File: config.mk
export PLATFORM = sky130hd
export DESIGN_NAME = codec_config_sequencer
export DESIGN_NICKNAME = d
export VERILOG_FILES = /design/src/rtl/codec_config_sequencer.sv
export SDC_FILE = /design/constraint.sdc
export NUM_CORES = 1
export LEC_CHECK = 0
export BUFFER_PORTS_ARGS = -buffer_cell sky130_fd_sc_hd__buf_4
export CELL_PAD_IN_SITES_DETAIL_PLACEMENT = 1
export CELL_PAD_IN_SITES_GLOBAL_PLACEMENT = 2
export CORE_MARGIN = 2
export CORE_UTILIZATION = 31
export CTS_BUF_LIST = sky130_fd_sc_hd__clkbuf_4 sky130_fd_sc_hd__clkbuf_8
export DETAILED_ROUTE_END_ITERATION = 16
export GPL_ROUTABILITY_DRIVEN = 0
export GPL_TIMING_DRIVEN = 0
export PLACE_DENSITY = 0.83
export SKIP_LAST_GASP = 1
export SYNTH_ARGS = -nofsm -noshare
export SYNTH_HDL_FRONTEND = slang
export SYNTH_SLANG_ARGS = --single-unit
File: constraint.sdc
create_clock -name clk -period 1.9 [get_ports clk]
set_input_delay 0.095 -clock clk [delete_from_list [all_inputs] [get_ports clk]]
set_output_delay 0.095 -clock clk [all_outputs]
set_load 0.005 [all_outputs]
File: src/rtl/codec_config_sequencer.sv
// Walks a configuration table and issues one I2C write per entry,
// pacing entries with a fixed gap and guarding each controller phase with a timeout.
module codec_config_sequencer #(
  parameter int unsigned NUM_ENTRIES    = 8,
  parameter int unsigned GAP_CYCLES     = 16,
  parameter int unsigned TIMEOUT_CYCLES = 255
) (
  input  logic        clk,
  input  logic        reset,
  input  logic        start,
  input  logic [14:0] rom_data,
  input  logic [3:0]  ctrl_state,
  output logic [3:0]  rom_index,
  output logic        enable,
  output logic        mode,
  output logic [6:0]  periph_addr,
  output logic [7:0]  transmit_byte,
  output logic        busy,
  output logic        done,
  output logic        error
);

  localparam int unsigned IDX_W  = 4;
  localparam int unsigned CNT_W  = 8;
  localparam int unsigned ADDR_W = 7;
  localparam int unsigned DATA_W = 8;

  localparam logic [IDX_W-1:0] LAST_IDX = IDX_W'(NUM_ENTRIES - 1);
  localparam logic [CNT_W-1:0] TO_LAST  = CNT_W'(TIMEOUT_CYCLES - 1);
  localparam logic [CNT_W-1:0] GAP_LAST = CNT_W'(GAP_CYCLES - 1);

  typedef enum logic [2:0] {
    S_IDLE      = 3'd0,
    S_LOAD      = 3'd1,
    S_REQUEST   = 3'd2,
    S_WAIT_DONE = 3'd3,
    S_GAP       = 3'd4,
    S_DONE      = 3'd5,
    S_ERROR     = 3'd6
  } state_e;

  state_e              state_q;
  logic [IDX_W-1:0]    idx_q;
  logic [CNT_W-1:0]    tmo_q;
  logic [CNT_W-1:0]    gap_q;
  logic                enable_q;
  logic [ADDR_W-1:0]   addr_q;
  logic [DATA_W-1:0]   byte_q;
  logic                busy_q;
  logic                done_q;
  logic                error_q;
  logic                ctrl_idle;

  assign ctrl_idle = (ctrl_state == 4'd0);

  // Sequencer: every output is updated together with the state it belongs to.
  always_ff @(posedge clk or posedge reset) begin
    if (reset) begin
      state_q  <= S_IDLE;
      idx_q    <= '0;
      tmo_q    <= '0;
      gap_q    <= '0;
      enable_q <= 1'b0;
      addr_q   <= '0;
      byte_q   <= '0;
      busy_q   <= 1'b0;
      done_q   <= 1'b0;
      error_q  <= 1'b0;
    end else begin
      case (state_q)
        S_IDLE, S_DONE, S_ERROR: begin
          if (start) begin
            state_q <= S_LOAD;
            idx_q   <= '0;
            busy_q  <= 1'b1;
            done_q  <= 1'b0;
            error_q <= 1'b0;
          end
        end
        S_LOAD: begin
          addr_q   <= rom_data[14:8];
          byte_q   <= rom_data[7:0];
          tmo_q    <= '0;
          enable_q <= 1'b1;
          state_q  <= S_REQUEST;
        end
        S_REQUEST: begin
          if (!ctrl_idle) begin
            enable_q <= 1'b0;
            tmo_q    <= '0;
            state_q  <= S_WAIT_DONE;
          end else if (tmo_q == TO_LAST) begin
            enable_q <= 1'b0;
            busy_q   <= 1'b0;
            error_q  <= 1'b1;
            state_q  <= S_ERROR;
          end else begin
            tmo_q <= tmo_q + CNT_W'(1);
          end
        end
        S_WAIT_DONE: begin
          // A completion seen on the last timeout cycle still counts as success.
          if (ctrl_idle) begin
            if (idx_q < LAST_IDX) begin
              gap_q   <= '0;
              state_q <= S_GAP;
            end else begin
              busy_q  <= 1'b0;
              done_q  <= 1'b1;
              state_q <= S_DONE;
            end
          end else if (tmo_q == TO_LAST) begin
            busy_q  <= 1'b0;
            error_q <= 1'b1;
            state_q <= S_ERROR;
          end else begin
            tmo_q <= tmo_q + CNT_W'(1);
          end
        end
        S_GAP: begin
          if (gap_q == GAP_LAST) begin
            idx_q   <= idx_q + IDX_W'(1);
            state_q <= S_LOAD;
          end else begin
            gap_q <= gap_q + CNT_W'(1);
          end
        end
        default: begin
          state_q  <= S_IDLE;
          idx_q    <= '0;
          tmo_q    <= '0;
          gap_q    <= '0;
          enable_q <= 1'b0;
          addr_q   <= '0;
          byte_q   <= '0;
          busy_q   <= 1'b0;
          done_q   <= 1'b0;
          error_q  <= 1'b0;
        end
      endcase
    end
  end

  assign rom_index     = idx_q;
  assign enable        = enable_q;
  assign mode          = 1'b1;
  assign periph_addr   = addr_q;
  assign transmit_byte = byte_q;
  assign busy          = busy_q;
  assign done          = done_q;
  assign error         = error_q;

endmodule

Word-level counts from Yosys, hierarchy flattened
Cells that the tools add are included.
Storage, ports and cells
  bits in registers: 42
  input port bits: 22
  word-level logic and storage cells: 93
Operators by class
  add/subtract/negate cells: 3
  $lt $le $gt $ge: 1
  eq/ne operators: 18
  muxes and demuxes: 37
  bitwise logic cells: 6
  reductions and logical operators: 18
Operators by type and width (count)
  8-bit two-way mux: 6
  8-bit case mux with 3 select lines: 2
  8-bit by 1-bit adder with 8-bit output (second input constant): 2
  2-bit != test (second input constant): 8
  8-bit case mux with 2 select lines: 1
  4-bit AND reduction: 4
  3-bit two-way mux: 5
  3-bit case mux with 5 select lines: 1
  1-bit two-way mux: 14
  7-bit case mux with 2 select lines: 1
  4-bit case mux with 3 select lines: 1
  5-bit OR reduction: 2
  3-bit == test (second input constant): 3
  3-bit OR reduction: 3
  8-bit by 4-bit == test with 1-bit output (second input constant): 1
  8-bit == test (second input constant): 1
  4-bit two-way mux: 2
  1-bit case mux with 4 select lines: 2
  3-bit by 2-bit == test with 1-bit output (second input constant): 2
  3-bit != test (second input constant): 2
  1-bit inverter: 6
  1-bit case mux with 3 select lines: 2
  2-bit AND reduction: 3
  6-bit OR reduction: 1
  8 further kinds: 8

Longest topological paths before layout
  depth in word-level cells: 4
  depth in mapped cells: 7
  gate-level depth less buffers: 6

Worst setup path before layout
Ideal clock, no wire load.
  path kind: register to register
  start point: register tmo_q[0]
  end point: register state_q[2]
  setup time: 0.121 ns
  arrival time: 1.711 ns
  path slack: 0.068 ns
  cell stages (with the launch flop): 8
  buffers on the path: 1
  clock period less this slack: 1.832 ns
  cells stage by stage: dfrtp_1 > clkbuf_1 > inv_1 > ha_1 > and4_1 > and2_1 > maj3_1 > a22o_1
On the way
  word-level cells in the longest chain between the ends: 4
Ends and longest elaborated chain
  from (decl): line 44  | logic [CNT_W-1:0] tmo_q;
  from (signal assigned): line 98  | tmo_q <= tmo_q + CNT_W'(1);
  from (signal assigned): line 117  | tmo_q <= tmo_q + CNT_W'(1);
  8-bit == test (*): line 92, 112
  3-bit two-way mux (*)
  3-bit two-way mux (on tied branches)
  3-bit case mux with 5 select lines (*)
  to (signal assigned): line 91  | state_q <= S_WAIT_DONE;
  to (signal assigned): line 96  | state_q <= S_ERROR;
  to (signal assigned): line 115  | state_q <= S_ERROR;
  to (decl): line 42  | state_e state_q;
Mark *: on every way between the ends. The rest lies on a longest branch, timed or not.
A chain may end at the register's enable or synchronous reset.

Worst setup path after layout
  start point: register state_q[0]
  end point: register gap_q[7]
On the way
  word-level cells in the longest chain between the ends: 4
Ends and longest elaborated chain
  from (signal assigned): line 59  | state_q <= S_IDLE;
  from (signal assigned): line 73  | state_q <= S_LOAD;
  from (signal assigned): line 85  | state_q <= S_REQUEST;
  3-bit by 2-bit == test with 1-bit output (tied with other cells): line 70  | case (state_q)
  5-bit OR reduction (no source line)
  1-bit inverter (no source line)
  4-bit AND reduction (no source line)
  to (signal assigned): line 125  | gap_q <= gap_q + CNT_W'(1);
  to (decl): line 45  | logic [CNT_W-1:0] gap_q;
Several ways; a longest one is shown, not always the timed one.

==> results.toml <==
[run_status]
status = "complete, no violations"

[finish]
synthToLayoutAreaGrowth_pct = 29.4
multi_input_area_mm2 = 0.00123
fillCellCount = 893
stdcell_area_mm2 = 0.00303
fin_util_pct = 41.5
num_antenna_cells = 0
finalNonFillerCells = 410
drive_gt1_share_pct = 29.3
fin_nets = 337
seq_area_mm2 = 0.00105

[global_routing]
grt_pass1_wl_um = 11500
grt_usage_pct = 17.0
grt_max_degree = 26
antenna_found_initial = 0
overflow = 0
first_global_vias = 2221

[critical_path]
path_buf_inv = 1
max_stage_delay_ns = 0.52
crit_chain = "or3b_1, buf_6, or4_4, a211oi_2, a21oi_1"
crit_path_start_kind = "flip-flop"
cp_max_fo = 10
required_ns = 2.09
cp-end-kind = "flip-flop"
crit_arrival_ns = 2.05
critical-path-slowest-cell = "or4_4"
crit_family = "simple AND/OR/NAND/NOR gates"
worstSetupPathType = "reg2reg"

[cts]
cts_max_path_buffers = 2
cts.clk_slew.worst_paths_ns = 0.09
cts_root_buf = "clkbuf_8"
cts_inserted_buffers = 5
cts_tree = "yes"
clk_latency_ns = 0.31
htreeDepth = 2
clock-sinks = 42

[route]
ant_nets = 0
viasPerCell = 5.49
wl_per_cell_um = 16.7
vias = 2252
firstDrtPassIters = 4
drc = 0
routed_wl_um = 6830
drt_iter0_drc = 110

[hold_path]
hold_path_class = "in2reg"

[synthesis]
synth_top_family_by_area = "compound AO/OA/AOI/OAI gates"
syn_avg_cell_area_um2 = 9.14
synth-simple-area-share_pct = 15.3
synth_area_leaders = "dfrtp_1 45%, o21ai_0 7.1%, a21oi_1 4.9%"
synth-async-reset-ratio_pct = 100
synth_fa_ha_area_share_pct = 2.57
synth_area_mm2 = 0.00234
synth_compound_area_share_pct = 29.2
synthMuxAreaShare_pct = 2.73
yosysSeqAreaShare_pct = 44.9
synth-seq-cells = 42
yosys_warnings = 0
synth.top_cell.area_share_pct = 44.9
synth_xor_area_share_pct = 0.749
ys.flop_type = "dfrtp_1"
syn_nets = 282
synth_cells = 256
yosysUniqueCellTypes = 55
synth-edff-count = 0
post-synth-top-area-cell = "dfrtp_1"

[power_and_ir_drop]
p_leak_nw = 1.28
power.density_mw_per_mm2 = 1240
p_total_mw = 3.75
irDropWorstVdd_mv = 0.539

[place]
dpl_cell_area_mm2 = 0.00281
port_buffers = 44
hpwl_um = 4890
place_inst = 400

[sta]
fin_hold_ws_ns = 0.0766
post-route-period-util_pct = 98.0
slew_headroom_pct = 63.6
fmax_ghz = 0.537
rsz0062_at_grt = "yes"
clock-skew-final_ns = 0.0108
fin_crit_ns = 1.86
hold_viol_final = 0
setup_viol = 0
slew_violations = 0
worst_slew_pin_slew_ns = 0.540

[floorplanning]
die_h_um = 90.9
die_w_um = 90.9
die_area_mm2 = 0.00826
io_pins = 46
row_count = 31
initial_core_util_pct = 32.1
coreArea_mm2 = 0.00729

[job]
cap_violations = 0
## cell usage in the layout (no fill, tap or decap), types with 4 or more instances in the layout
| cell | n |
|---|---|
| o21ai_0 | 33 |
| dfrtp_1 | 39 |
| nor3_1 | 5 |
| nand2_1 | 26 |
| clkbuf_8 | 6 |
| nand3_1 | 4 |
| a22oi_1 | 15 |
| inv_1 | 5 |
| a21oi_1 | 22 |
| nor2_1 | 8 |
| a31oi_1 | 5 |
| clkbuf_2 | 6 |
| clkbuf_1 | 5 |
| buf_4 | 49 |
| ha_1 | 4 |
## Yosys cell counts (5+ instances only)
| master | n |
|---|---|
| clkbuf_1 | 12 |
| dfrtp_1 | 42 |
| a21oi_1 | 23 |
| nor2_1 | 9 |
| nor3_1 | 5 |
| nand2_1 | 27 |
| o21ai_0 | 33 |
| a22oi_1 | 15 |
| inv_1 | 6 |
| a31oi_1 | 5 |
## through the flow
step | TNS, ns | worst slack (ns)
finish | 0 | 0.0376
global route | -0.0472 | -0.0158
CTS | -0.0275 | -0.0157
detailed placement | -2.73 | -0.175
global placement | -2.24 | -0.153
floorplan | 0 | 0.0684
## registers in the layout, indices dropped and copies added (netlist names)
name,flops
busy,1
done,1
enable,1
error,1
gap_q,8
periph_addr,7
rom_index,4
state_q,3
tmo_q,8
transmit_byte,8
## logic make-up (layout without fill, tap and decap cells)
kind of cell	Yosys count	count (layout)
other cells	1	1
compound gates	106	106
xor+xnor	2	2
simple gates	69	69
mux	6	6
buf+inv	25	80
fa+ha+maj	5	5
flops	42	42
## layout make-up
cell class / count / share of cell area [%]
sequential: 42 / 34.8
timing repair buffer: 50 / 12.9
tap: 99 / 4.09
clock inverter: 1 / 0.992
buffer: 17 / 2.98
inverter: 6 / 0.744
clock buffer: 6 / 2.73
multi-input combinational: 189 / 40.7
## repair_timing
item	CTS	global route
buffers inserted	1	3
endpoints found under the hold margin	17	0
endpoints found under the setup margin	21	31
pin swaps	0	1
hold buffers	1	0
resized for setup	8	20
## per-layer routing
| layer | track usage, % | part of all wire (%) | wire, µm | vias up |
|---|---|---|---|---|
| met1 | 23.8 | 48 | 3260 | 1130 |
| met5 | 0 | 0 | 0 | - |
| li1 | - | - | - | 1071 |
| met2 | 26.6 | 47 | 3190 | 44 |
| met3 | 3.51 | 4.4 | 300 | 7 |
| met4 | 4.92 | 1.2 | 83 | 0 |
## where the power goes
| part | total, mW | internal, mW | switching, mW | leakage, nW |
|---|---|---|---|---|
| Clock | 0.745 | 0.421 | 0.324 | 0.0573 |
| Sequential | 1.36 | 1.13 | 0.228 | 0.513 |
| Combinational | 1.64 | 0.748 | 0.894 | 0.705 |
## final timing paths
kind / start / to / slack (ns) / cells after the start
max: state_q[0] / gap_q[7] / 0.04 / 5
min: rom_data[2] / transmit_byte[2] / 0.08 / 3
max reg2reg: state_q[0] / gap_q[7] / 0.04 / 5
min reg2reg: error / error / 0.50 / 1
max in group asynchronous: reset / tmo_q[0] / 1.06 / 4
min in group asynchronous: reset / periph_addr[4] / 0.34 / 3
## worst reg2reg max path, cell delays in order (launching register included)
cell	delay, ns
dfrtp_2	0.43
or3b_1	0.39
buf_6	0.15
or4_4	0.52
a211oi_2	0.20
a21oi_1	0.06
Power figures use the tool's default switching activity.
